### config.mk
export PLATFORM = sky130hd
export DESIGN_NAME = aluv_issue_ctl
export DESIGN_NICKNAME = d
export VERILOG_FILES = /design/src/rtl/aluv_pkg.sv /design/src/rtl/aluv_ctl_decode.sv /design/src/rtl/aluv_issue_ctl.sv
export SDC_FILE = /design/constraint.sdc
export NUM_CORES = 1
export LEC_CHECK = 0
export CORE_MARGIN = 2
export CORE_UTILIZATION = 35
export CTS_BUF_LIST = sky130_fd_sc_hd__clkbuf_8
export DETAILED_ROUTE_END_ITERATION = 8
export PLACE_DENSITY = 0.71
export SYNTH_ARGS = -nofsm -noshare
export SYNTH_HDL_FRONTEND = slang
export SYNTH_HIERARCHICAL = 1
export SYNTH_SLANG_ARGS = --single-unit
### constraint.sdc
create_clock -name clk -period 4.1 [get_ports clk]
set_clock_uncertainty 0.15 [all_clocks]
set_input_delay 0.82 -clock clk [delete_from_list [all_inputs] [get_ports clk]]
set_output_delay 0.82 -clock clk [all_outputs]
set_load 0.005 [all_outputs]
### src/rtl/aluv_pkg.sv
// Shared constants for the ALU issue controller: ALUCtl codes, RV32 opcodes, FSM states.
// The optional branch evaluation is enabled with the ALUV_BRANCH_EVAL_EN macro.
package aluv_pkg;

    localparam logic [3:0] ALU_AND = 4'b0000;
    localparam logic [3:0] ALU_OR  = 4'b0001;
    localparam logic [3:0] ALU_ADD = 4'b0010;
    localparam logic [3:0] ALU_SUB = 4'b0110;

    localparam logic [6:0] OP_R      = 7'b0110011;
    localparam logic [6:0] OP_I      = 7'b0010011;
    localparam logic [6:0] OP_LOAD   = 7'b0000011;
    localparam logic [6:0] OP_STORE  = 7'b0100011;
    localparam logic [6:0] OP_BRANCH = 7'b1100011;

    typedef enum logic [1:0] {
        S_IDLE = 2'd0,
        S_EXEC = 2'd1,
        S_DONE = 2'd2
    } state_t;

    function automatic logic [31:0] sext12(input logic [11:0] imm);
        return {{20{imm[11]}}, imm};
    endfunction

endpackage

### src/rtl/aluv_ctl_decode.sv
// Combinational RV32 decode into ALUCtl, operand B and legality.
// Branches (BEQ/BNE) are only legal when ALUV_BRANCH_EVAL_EN is defined.
module aluv_ctl_decode
    import aluv_pkg::*;
(
    input  logic [31:0] i_instr,
    input  logic [31:0] i_rs2,
    output logic [3:0]  o_alu_ctl,
    output logic [31:0] o_alu_b,
    output logic        o_illegal,
    output logic        o_is_branch,
    output logic        o_branch_ne
);

    logic [6:0]  w_opcode;
    logic [2:0]  w_funct3;
    logic [6:0]  w_funct7;
    logic [31:0] w_imm_i;
    logic [31:0] w_imm_s;
    logic        w_unused_fields;

    assign w_opcode = i_instr[6:0];
    assign w_funct3 = i_instr[14:12];
    assign w_funct7 = i_instr[31:25];
    assign w_imm_i  = sext12(i_instr[31:20]);
    assign w_imm_s  = sext12({i_instr[31:25], i_instr[11:7]});
    // rs1 index is resolved upstream by the register-read stage
    assign w_unused_fields = ^i_instr[19:15];

    always_comb begin
        o_alu_ctl   = ALU_ADD;
        o_alu_b     = i_rs2;
        o_illegal   = 1'b1;
        o_is_branch = 1'b0;
        o_branch_ne = 1'b0;
        case (w_opcode)
            OP_R: begin
                case (w_funct3)
                    3'b000: begin
                        if (w_funct7 == 7'b0000000) begin
                            o_illegal = 1'b0;
                        end else if (w_funct7 == 7'b0100000) begin
                            o_alu_ctl = ALU_SUB;
                            o_illegal = 1'b0;
                        end
                    end
                    3'b111: begin
                        o_alu_ctl = ALU_AND;
                        o_illegal = 1'b0;
                    end
                    3'b110: begin
                        o_alu_ctl = ALU_OR;
                        o_illegal = 1'b0;
                    end
                    default: ;
                endcase
            end
            OP_I: begin
                o_alu_b = w_imm_i;
                case (w_funct3)
                    3'b000: o_illegal = 1'b0;
                    3'b110: begin
                        o_alu_ctl = ALU_OR;
                        o_illegal = 1'b0;
                    end
                    3'b111: begin
                        o_alu_ctl = ALU_AND;
                        o_illegal = 1'b0;
                    end
                    default: ;
                endcase
            end
            OP_LOAD: begin
                o_alu_b   = w_imm_i;
                o_illegal = 1'b0;
            end
            OP_STORE: begin
                o_alu_b   = w_imm_s;
                o_illegal = 1'b0;
            end
`ifdef ALUV_BRANCH_EVAL_EN
            OP_BRANCH: begin
                if (w_funct3 == 3'b000 || w_funct3 == 3'b001) begin
                    o_alu_ctl   = ALU_SUB;
                    o_illegal   = 1'b0;
                    o_is_branch = 1'b1;
                    o_branch_ne = w_funct3[0];
                end
            end
`endif
            default: ;
        endcase
    end

endmodule

### src/rtl/aluv_issue_ctl.sv
// Issue controller feeding registered operands to aluV_32 and capturing its result.
// Optional BEQ/BNE evaluation on out_taken is enabled by defining ALUV_BRANCH_EVAL_EN.
module aluv_issue_ctl
    import aluv_pkg::*;
#(
    parameter int XLEN = 32
) (
    input  logic            clk,
    input  logic            rst_n,
    input  logic            in_valid,
    output logic            in_ready,
    input  logic [31:0]     in_instr,
    input  logic [XLEN-1:0] in_rs1,
    input  logic [XLEN-1:0] in_rs2,
    output logic [XLEN-1:0] alu_a,
    output logic [XLEN-1:0] alu_b,
    output logic [3:0]      alu_ctl,
    input  logic [XLEN-1:0] alu_result,
    input  logic            alu_zero,
    input  logic            alu_overflow,
    input  logic            alu_cout,
    output logic            out_valid,
    input  logic            out_ready,
    output logic [XLEN-1:0] out_result,
    output logic            out_zero,
    output logic            out_overflow,
    output logic            out_cout,
    output logic            out_taken,
    output logic            out_illegal
);

    state_t            r_state;
    state_t            w_state_next;
    logic [XLEN-1:0]   r_alu_a;
    logic [XLEN-1:0]   r_alu_b;
    logic [3:0]        r_alu_ctl;
    logic [XLEN-1:0]   r_result;
    logic              r_zero;
    logic              r_overflow;
    logic              r_cout;
    logic              r_illegal;
    logic [3:0]        w_alu_ctl;
    logic [31:0]       w_alu_b;
    logic              w_illegal;
    logic              w_is_branch;
    logic              w_branch_ne;
    logic              w_accept;

    aluv_ctl_decode u_decode (
        .i_instr     (in_instr),
        .i_rs2       (in_rs2),
        .o_alu_ctl   (w_alu_ctl),
        .o_alu_b     (w_alu_b),
        .o_illegal   (w_illegal),
        .o_is_branch (w_is_branch),
        .o_branch_ne (w_branch_ne)
    );

    assign w_accept = (r_state == S_IDLE) && in_valid;

    always_ff @(posedge clk or negedge rst_n) begin
        if (!rst_n) begin
            r_state <= S_IDLE;
        end else begin
            r_state <= w_state_next;
        end
    end

    // Illegal instructions skip EXEC since there is nothing for the ALU to compute.
    always_comb begin
        w_state_next = r_state;
        case (r_state)
            S_IDLE:  if (in_valid) w_state_next = w_illegal ? S_DONE : S_EXEC;
            S_EXEC:  w_state_next = S_DONE;
            S_DONE:  if (out_ready) w_state_next = S_IDLE;
            default: w_state_next = S_IDLE;
        endcase
    end

    always_ff @(posedge clk or negedge rst_n) begin
        if (!rst_n) begin
            r_alu_a    <= '0;
            r_alu_b    <= '0;
            r_alu_ctl  <= ALU_AND;
            r_result   <= '0;
            r_zero     <= 1'b0;
            r_overflow <= 1'b0;
            r_cout     <= 1'b0;
            r_illegal  <= 1'b0;
        end else if (w_accept) begin
            if (w_illegal) begin
                r_illegal  <= 1'b1;
                r_result   <= '0;
                r_zero     <= 1'b0;
                r_overflow <= 1'b0;
                r_cout     <= 1'b0;
            end else begin
                r_alu_a   <= in_rs1;
                r_alu_b   <= w_alu_b;
                r_alu_ctl <= w_alu_ctl;
                r_illegal <= 1'b0;
            end
        end else if (r_state == S_EXEC) begin
            r_result   <= alu_result;
            r_zero     <= alu_zero;
            r_overflow <= alu_overflow;
            r_cout     <= alu_cout;
        end
    end

`ifdef ALUV_BRANCH_EVAL_EN
    logic r_is_branch;
    logic r_branch_ne;
    logic r_taken;

    // Taken is the zero flag, inverted for BNE; non-branch ops always report not taken.
    always_ff @(posedge clk or negedge rst_n) begin
        if (!rst_n) begin
            r_is_branch <= 1'b0;
            r_branch_ne <= 1'b0;
            r_taken     <= 1'b0;
        end else if (w_accept) begin
            if (w_illegal) begin
                r_taken <= 1'b0;
            end else begin
                r_is_branch <= w_is_branch;
                r_branch_ne <= w_branch_ne;
            end
        end else if (r_state == S_EXEC) begin
            r_taken <= r_is_branch & (alu_zero ^ r_branch_ne);
        end
    end

    assign out_taken = r_taken;
`else
    logic w_unused_branch;
    assign w_unused_branch = w_is_branch ^ w_branch_ne;
    assign out_taken       = 1'b0;
`endif

    assign in_ready     = (r_state == S_IDLE);
    assign out_valid    = (r_state == S_DONE);
    assign alu_a        = r_alu_a;
    assign alu_b        = r_alu_b;
    assign alu_ctl      = r_alu_ctl;
    assign out_result   = r_result;
    assign out_zero     = r_zero;
    assign out_overflow = r_overflow;
    assign out_cout     = r_cout;
    assign out_illegal  = r_illegal;

endmodule

==> impl_results.md, run 1 <==
* Status: completed
* GRT Util Overall at ~17%
* Root Driver: clkbuf_8
* Final setup viols at 0
* Maximum VDD drop at 0.1976 mV
* Layout Cells excl Fill at around 810
* Area grow syn2layout at 54.60%
* Core area at 0.01383 mm2
* Fin crit period at roughly 3.0 ns
* Clock Sinks at around 110
* Cts bufs inserted at 9
* # DRC at 0
* Routed wire per std cell at about 16 um
* TritonCTS clock tree: built
* RSZ-0062 raised after global routing: false
* Leakage at 3.324 nW
* Critical-path top delay cell: clkdlybuf4s50_1
* Worst path max stage delay at around 0.43 ns
* CP Max Fanout at 29
* Slew Limit Fails at 0
* Mapped Nets at 534
* CTS hold repair buffers at 0
* Pin count of the biggest net entering global routing at between 50 and 60
* Die W at around 120 um
* Drt total wl at between 10 and 15 mm
* DPL Wire Length at between 9 and 10 mm
* Initial antenna violation count at 0
* Post-CTS setup buffers at 0
* Antenna-violating nets left at 0
* Final WS setup at 1.071 ns
* Setup TNS at 0 ns
* Dpl ws at between 0.6 and 0.7 ns
* Placed cell areas at approximately 0.0074 mm2
* Initial Util at approximately 36%
* CTS resizes at 0
* Initial DRC Count at 160
* Clock slew at reported path FFs at ~0.10 ns
* Slew HR at between 40% and 50%
* WP data required at between 4 and 5 ns
* Peak Freq at ~330 MHz
* Max_cap viols at 0
* H-tree Lvls at 3
* Die Y at between 100 and 150 um
* Layout cells sized above 1 at roughly 15%
* Cell area after layout at ~0.0076 mm2
* Vias in the first global route at about 4.0k
* Crit Path Category: in2reg
* Crit start category: primary input
* CTS Buffer Depth at 2
* Slew @ Worst Pin at between 0.8 and 0.9 ns
* Via Count at ~4.0k
* Hold Path Class: in2async
* IO buf count at 235
* Ys Warns at 6
* Post-Syn Area at just under 0.005 mm2
* Crit end category: register
* Vias per cell at just under 5
* Final #Nets at 756
* WP data arrival at ~3.1 ns
* Synth Instances at 399
* RD Place Congestion at 0.8156
* Tcrit/Tclk final at approximately three quarters
* Pwr/cell area at between 300 and 400 mW/mm2
* CP cell instances: clkdlybuf4s50_1 -> nor4_1 -> nand2_1 -> a21o_1 -> nor4b_4 -> buf_4 -> mux2_2
* Worst-Skew Late Latency at 0.36 ns
* Die area at between 0.015 and 0.02 mm2
* I/O pins at between 200 and 250
* First-pass DRT Iterations at 4
* Final number of hold-violating endpoints at 0
* First-pass GRT wire length at 20.27 mm
* Rows at 43
* Diode count at 0
* Mapped Avg Cell Area at between 10 and 15 um2
* Grt total ovfl at 0
* Post-Place Cells at just under 800
layout by cell type (no fill, tap or decap), types with 2 or more instances in the layout:
master and instances:
a221oi_1 5, and3b_1 2, nand3_1 2, nand3b_1 36, buf_4 8, a21o_1 22
buf_12 2, o31ai_1 35, nand2b_1 5, nor2_1 4, clkinvlp_4 2, inv_1 43
o41ai_1 4, nor3_1 2, mux2_4 6, mux2_1 9, mux2_2 60, clkbuf_8 9
dfrtp_1 106, conb_1 2, nand2_1 2, clkdlybuf4s50_1 234, a21oi_1 6
through the flow:
stage | total power [W] | util [%] | hold WS (ns)
3_3_place_gp | 0.001705 | 53.61 | 0.3175
4_1_cts | 0.002392 | 55.06 | 0.3371
6_report | 0.002346 | 55.06 | 0.3353
2_1_floorplan | 0.001355 | - | 0.3328
5_1_grt | 0.002484 | 55.06 | 0.3584
3_5_place_dp | 0.001719 | 53.61 | 0.3251
state kept, by name (all words and copies together) (netlist names):
register and cells:
out_overflow 1, out_illegal 1, alu_b 32, r_state 2
alu_ctl 4, alu_a 32, out_zero 1, out_cout 1
out_result 32
metal layers:
metal  up-vias  wire, um  global-route usage (%)
met3        21      1034                   4.368
met4         0       269                   6.178
met2       175      6344                   28.82
met1      1917      5266                   21.35
li1       1849         -                       -
met5         -         0                       0
path summary, 6_finish.rpt:
path / slack, ns / cells after the start / start / endpoint
setup / recovery: 1.07 / 7 / in_instr[28] / alu_b[1]
hold / removal: 0.34 / 1 / rst_n / alu_a[0]
setup reg to reg: 1.60 / 3 / r_state[0] / out_result[0]
hold reg to reg: 0.34 / 1 / alu_a[7] / alu_a[7]
max in group asynchronous: 2.71 / 2 / rst_n / r_state[0]
min in group clk: 0.34 / 1 / alu_a[7] / alu_a[7]
layout make-up:
| cell class | count | area, um2 |
|---|---|---|
| Sequential cell | 106 | 2653 |
| Clock inverter | 7 | 77.57 |
| Inverter | 42 | 157.7 |
| Clock buffer | 9 | 123.9 |
| Multi-Input combinational cell | 218 | 1934 |
| Fill cell | 1165 | 6213 |
| Tap cell | 180 | 225.2 |
| Timing Repair Buffer | 244 | 2442 |
power breakdown:
group          switching (W)  total [W]  leakage (nW)  internal (W)
Sequential         0.0000485    0.00118          1.44       0.00113
Clock               0.000367   0.000655        0.0992      0.000288
Combinational       0.000159   0.000513          1.78      0.000355
Total               0.000574    0.00235          3.32       0.00177
critical path: cells and delay by family:
kind | cells | cell delay [ns]
mux | 1 | 0.39
compound gates | 1 | 0.25
buf+inv | 2 | 0.84
simple gates | 3 | 0.81
Note: power is estimated with default switching activity, not from simulation.
==> inputs of run 2 (changes only) <==
Clock period 4.1 ns to 3.1 ns, I/O delays scaled along.
==> impl_results.md, run 2 (synthesized netlist as in run 1, its figures left out) <==
* Layout cells sized above 1 at 17.86% (was 15.50%)
* Cts bufs inserted at 9 (unchanged)
* Placed cell areas at 0.007577 mm2 (was 0.007412 mm2)
* Die area at 0.01504 mm2 (unchanged)
* Die Y at 122.6 um (unchanged)
* NetSw at 0.0007750 W (was 0.0005739 W)
* Grt total ovfl at 0 (unchanged)
* Worst path max stage delay at 0.43 ns (about the same)
* Cell internal pwr at 0.002402 W (was 0.001772 W)
* RSZ-0062 raised after global routing: false (unchanged)
* Register area at 0.002653 mm2 (unchanged)
* DPL Wire Length at 9.947 mm (was 9.518 mm)
* Antenna-violating nets left at 0 (unchanged)
* CTS Buffer Depth at 2 (unchanged)
* IO buf count at 235 (unchanged)
* Commonest non-fill, non-tap cell in the layout: clkdlybuf4s50_1 (unchanged)
* Pwr/cell area at 407.0 mW/mm2 (was 308.2 mW/mm2)
* Crit start category: primary input (unchanged)
* Cell area after layout at 0.007806 mm2 (was 0.007614 mm2)
* Status: completed (unchanged)
* Core area at 0.01383 mm2 (unchanged)
* First-pass DRT Iterations at 4 (unchanged)
* # fillers at 1149 (was 1165)
* Hold Path Class: reg2reg (was in2async)
* I/O pins at 242 (unchanged)
* Vias per cell at 4.898 (was 4.916)
* Hold Path Stages at 1
* Crit end category: register (unchanged)
* First-pass GRT wire length at 20.68 mm (was 20.27 mm)
* Sequential Power Share at 49.2% (was 50.2%)
* Critical path depth at 9 (was 7)
* Top delay family on crit path: buffers and inverters (unchanged)
* Crit Path Category: in2reg (unchanged)
* RD Place Congestion at 0.8413 (was 0.8156)
* Initial antenna violation count at 0 (unchanged)
* Reg-to-reg critical path startpoint: r_state[0] (unchanged)
* Routed wire per std cell at 16.06 um (was 16.02 um)
* Peak Freq at 354.0 MHz
* CP cell instances: clkdlybuf4s50_1 -> nor4_1 -> buf_4 -> nand2_1 -> a21o_1 -> nor4b_4 -> buf_4 -> buf_12 -> mux2_2 (was clkdlybuf4s50_1 -> nor4_1 -> nand2_1 -> a21o_1 -> nor4b_4 -> buf_4 -> mux2_2)
* Hold path start: alu_a[3]
* Max_cap viols at 0 (unchanged)
* Initial DRC Count at 213 (was 160)
* Most frequent CP cell: buf_4
* Drt total wl at 13.23 mm (was 12.92 mm)
* Buf/Inv on CP at 4 (was 2)
* Final setup viols at 0 (unchanged)
* WP data arrival at 2.94 ns (was 3.13 ns)
* Leakage at 3.438 nW (was 3.324 nW)
* Critical-path top delay cell: clkdlybuf4s50_1 (unchanged)
* CP Launch Point: in_instr[28] (unchanged)
* Clock slew at reported path FFs at 0.10 ns (about the same)
* Clock power frac at 29.1% (was 27.9%)
* Diode count at 0 (unchanged)
* GRT Util Overall at 17.60% (was 17.15%)
* TritonCTS clock tree: built (unchanged)
* Final #Nets at 774 (was 756)
* Die W at 122.6 um (unchanged)
* Slew @ Worst Pin at 0.8424 ns (was 0.8674 ns)
* Via Count at 4036 (was 3962)
* CP Max Fanout at 17 (was 29)
* CTS resizes at 0 (unchanged)
* Post-CTS setup buffers at 0 (unchanged)
* Rows at 43 (unchanged)
* Clock Sinks at 106 (unchanged)
* Pin count of the biggest net entering global routing at 52 (was 55)
* R2r worst-path depth at 4 (was 3)
* # DRC at 0 (unchanged)
* Switch share at 24.39% (was 24.46%)
* Initial Util at 35.62% (unchanged)
* H-tree Lvls at 3 (unchanged)
* Hold Slack at 0.3464 ns (was 0.3353 ns)
* Slew HR at 43.84% (was 42.18%)
* Area grow syn2layout at 58.51% (was 54.60%)
* Fin crit period at approximately 2.8 ns
* WP data required at 3.21 ns (was 4.20 ns)
* Vias in the first global route at 4160 (was 4012)
* Commonest cells after routing, fill and taps aside: 234 x clkdlybuf4s50_1, 106 x dfrtp_1, 60 x mux2_2 (unchanged)
* Tcrit/Tclk final at roughly 91%
* Comb pwr share at 21.7% (was 21.9%)
* Multi-input logic area at 0.001934 mm2 (unchanged)
* Worst-Skew Late Latency at 0.37 ns (was 0.36 ns)
* Root Driver: clkbuf_8 (unchanged)
* Final number of hold-violating endpoints at 0 (unchanged)
* Maximum VDD drop at 0.2239 mV (was 0.1976 mV)
* Slew Limit Fails at 0 (unchanged)
run 2: cell types whose count changed in the layout (fill, tap and decap cells not counted):
cell | previous run | this run
buf_12 | 2 | 5
clkbuf_8 | 9 | 11
dlygate4sd3_1 | 0 | 1
inv_6 | 1 | 2
inv_1 | 43 | 42
buf_4 | 8 | 22
clkinvlp_4 | 2 | 0
run 2: path summary, 6_finish.rpt:
| path | to | slack (ns) |
|---|---|---|
| max in group asynchronous | alu_a[7] | 1.53 |
| setup / recovery | alu_a[2] | 0.28 |
| hold reg to reg | alu_a[3] | 0.35 |
| hold / removal | alu_a[3] | 0.35 |
| min in group asynchronous | alu_a[18] | 0.50 |
| setup reg to reg | alu_a[2] | 0.96 |
run 2: layout make-up:
class	instances	share of cell area, %
Tap cell	180	2.885
Inverter	42	2.020
Clock buffer	11	1.939
Clock inverter	5	0.8655
Sequential cell	106	33.98
Multi-Input combinational cell	218	24.78
Timing Repair Buffer	262	33.53
run 2: metrics by stage:
stage | total power, W | util (%) | setup slack (ns) | TNS, ns | instances
after floorplan | 0.001792 | - | 0.6238 | 0 | 399
after global placement | 0.002264 | 54.80 | -0.09267 | -4.170 | 807
after detailed placement | 0.002287 | 54.80 | -0.1328 | -5.903 | 807
after CTS | 0.003231 | 56.46 | 0.2654 | 0 | 824
after global routing | 0.003344 | 56.46 | 0.1492 | 0 | 824
final | 0.003177 | 56.46 | 0.2753 | 0 | 824
run 2: power groups by stage:
stage	registers, W	logic (W)	clock network, W
CTS	0.00157	0.000699	0.000967
detailed placement	0.00159	0.000695	0
floorplan	0.00159	0.000205	0
finish	0.00156	0.000688	0.000926
global placement	0.00158	0.000681	0
global route	0.00158	0.000741	0.00102
run 2: repair_timing:
item                                    CTS  global route
endpoints found under the setup margin    0             0
endpoints found under the hold margin    19             0
hold buffers                              1             0
run 2: layer usage:
metal | vias up | track usage [%] | part of all wire [%]
met4 | 0 | 7.256 | 2.6
met5 | - | 0 | 0
met2 | 184 | 29.38 | 48
met3 | 26 | 4.693 | 7.9
met1 | 1949 | 21.56 | 42
li1 | 1877 | - | -
==> inputs of run 3 (changes only) <==
Settings changed: CORE_MARGIN 2 to 4.
==> impl_results.md, run 3 (synthesized netlist as in run 1, its figures left out) <==
* Routed wire per std cell at 16.23 um (was 16.06 um)
* Topmost layer with routed signal wires: met4 (unchanged)
* Commonest non-fill, non-tap cell in the layout: clkdlybuf4s50_1 (unchanged)
* Reg-to-reg critical path startpoint: r_state[1] (was r_state[0])
* # fillers at 1135 (was 1149)
* Area grow syn2layout at 56.96% (was 58.51%)
* IO buf count at 235 (unchanged)
* RD Place Congestion at 0.8245 (was 0.8413)
* Worst-Skew Late Latency at 0.38 ns (was 0.37 ns)
* Fin crit period at 2.686 ns (was 2.825 ns)
* Clock slew at reported path FFs at 0.11 ns (was 0.10 ns)
* First-pass DRT Iterations at 4 (unchanged)
* Hold Path Class: in2async (was reg2reg)
* Max_cap viols at 0 (unchanged)
* Die area at 0.01603 mm2 (was 0.01504 mm2)
* WP data arrival at 2.79 ns (was 2.94 ns)
* Met3 WL at 1.079 mm (was 1.045 mm)
* Pin count of the biggest net entering global routing at 55 (was 52)
* Final WS setup at 0.4138 ns (was 0.2753 ns)
* Leakage at 3.384 nW (was 3.438 nW)
* Vias per cell at 4.850 (was 4.898)
* Commonest cells after routing, fill and taps aside: 234 x clkdlybuf4s50_1, 106 x dfrtp_1, 60 x mux2_2 (unchanged)
* # DRC at 0 (unchanged)
* Layout cells sized above 1 at 16.98% (was 17.86%)
* Setup TNS at 0 ns (unchanged)
* Register area at 0.002653 mm2 (unchanged)
* Crit end category: register (unchanged)
* CTS resizes at 0 (unchanged)
* CP Launch Point: in_instr[28] (unchanged)
* Diode count at 0 (unchanged)
* Final number of hold-violating endpoints at 0 (unchanged)
* I/O pins at 242 (unchanged)
* Peak Freq at 372.3 MHz (was 354.0 MHz)
* CP Max Fanout at 12 (was 17)
* Pwr/cell area at 403.7 mW/mm2 (was 407.0 mW/mm2)
* Status: completed (unchanged)
* Post-CTS setup buffers at 0 (unchanged)
* CTS hold repair buffers at 0 (was 1)
* CTS Buffer Depth at 2 (unchanged)
* Via Count at 3958 (was 4036)
* Antenna-violating nets left at 0 (unchanged)
* Core area at 0.01383 mm2 (unchanged)
* WP data required at 3.21 ns (about the same)
* First-pass GRT wire length at 21.46 mm (was 20.68 mm)
* Grt total ovfl at 0 (unchanged)
* GRT Util Overall at 16.35% (was 17.60%)
* Final setup viols at 0 (unchanged)
* Rows at 43 (unchanged)
* Drt total wl at 13.25 mm (was 13.23 mm)
* TritonCTS clock tree: built (unchanged)
* Die W at 126.6 um (was 122.6 um)
* Maximum VDD drop at 0.2192 mV (was 0.2239 mV)
* Met1 wire length at 5.552 mm (was 5.537 mm)
* Die Y at 126.6 um (was 122.6 um)
* Initial antenna violation count at 0 (unchanged)
* Tcrit/Tclk final at 86.65% (was 91.12%)
* Cts bufs inserted at 9 (unchanged)
* H-tree Lvls at 3 (unchanged)
* Metal2 WL at 6.314 mm (was 6.297 mm)
* Slew @ Worst Pin at 0.7409 ns (was 0.8424 ns)
* RSZ-0062 raised after global routing: false (unchanged)
* DPL Wire Length at 9.998 mm (was 9.947 mm)
* Final #Nets at 767 (was 774)
* Slew Limit Fails at 0 (unchanged)
* Clock Sinks at 106 (unchanged)
* Initial Util at 35.62% (unchanged)
* Crit Path Category: in2reg (unchanged)
* Root Driver: clkbuf_8 (unchanged)
* Crit start category: primary input (unchanged)
* Multi-input logic area at 0.001934 mm2 (unchanged)
* Dpl ws at 0.02426 ns (was -0.1328 ns)
* Initial DRC Count at 149 (was 213)
* Vias in the first global route at 4253 (was 4160)
* Pwr Total at 0.003121 W (was 0.003177 W)
* Slew HR at 50.60% (was 43.84%)
## run 3: layout make-up
class / instances / share of cell area (%)
Clock buffer: 9 / 1.602
Clock inverter: 6 / 0.9550
Inverter: 42 / 2.039
Multi-Input combinational cell: 218 / 25.02
Sequential cell: 106 / 34.32
Tap cell: 180 / 2.914
Timing Repair Buffer: 255 / 33.15
## run 3: worst max-delay path: stages
cell and delay [ns]:
clkdlybuf4s50_1 0.43, nor4_1 0.38, nand2_1 0.15, a21o_1 0.23, nor4b_4 0.25, buf_4 0.25
buf_12 0.16, mux2_1 0.32
## run 3: per-layer routing
| metal | vias up | track usage (%) |
|---|---|---|
| met2 | 162 | 26.34 |
| li1 | 1868 | - |
| met1 | 1909 | 20.67 |
| met5 | - | 0 |
| met3 | 19 | 4.968 |
| met4 | 0 | 6.372 |
## run 3: worst paths after layout
path | end | slack (ns) | depth (start not counted)
max | alu_a[6] | 0.41 | 8
min | alu_a[22] | 0.12 | 1
max reg2reg | alu_a[6] | 1.15 | 4
min reg2reg | alu_a[4] | 0.34 | 1
max in group asynchronous | out_result[23] | 1.93 | 2
min in group clk | alu_a[4] | 0.34 | 1
## run 3: where the power goes
part | total (W) | switching (W) | leakage (nW) | internal, W
registers | 0.00156 | 0.0000641 | 1.44 | 0.00149
clock network | 0.000874 | 0.000495 | 0.0938 | 0.000379
logic | 0.000688 | 0.000215 | 1.85 | 0.000474
## run 3: through the flow
step	hold WS, ns	std cells	instance area (um2)	util [%]
after floorplan	0.1744	399	4925	-
after global placement	0.3171	801	7532	54.47
after detailed placement	0.3259	801	7532	54.47
after CTS	0.1258	816	7730	55.90
after global routing	0.1571	816	7730	55.90
final	0.1202	816	7730	55.90
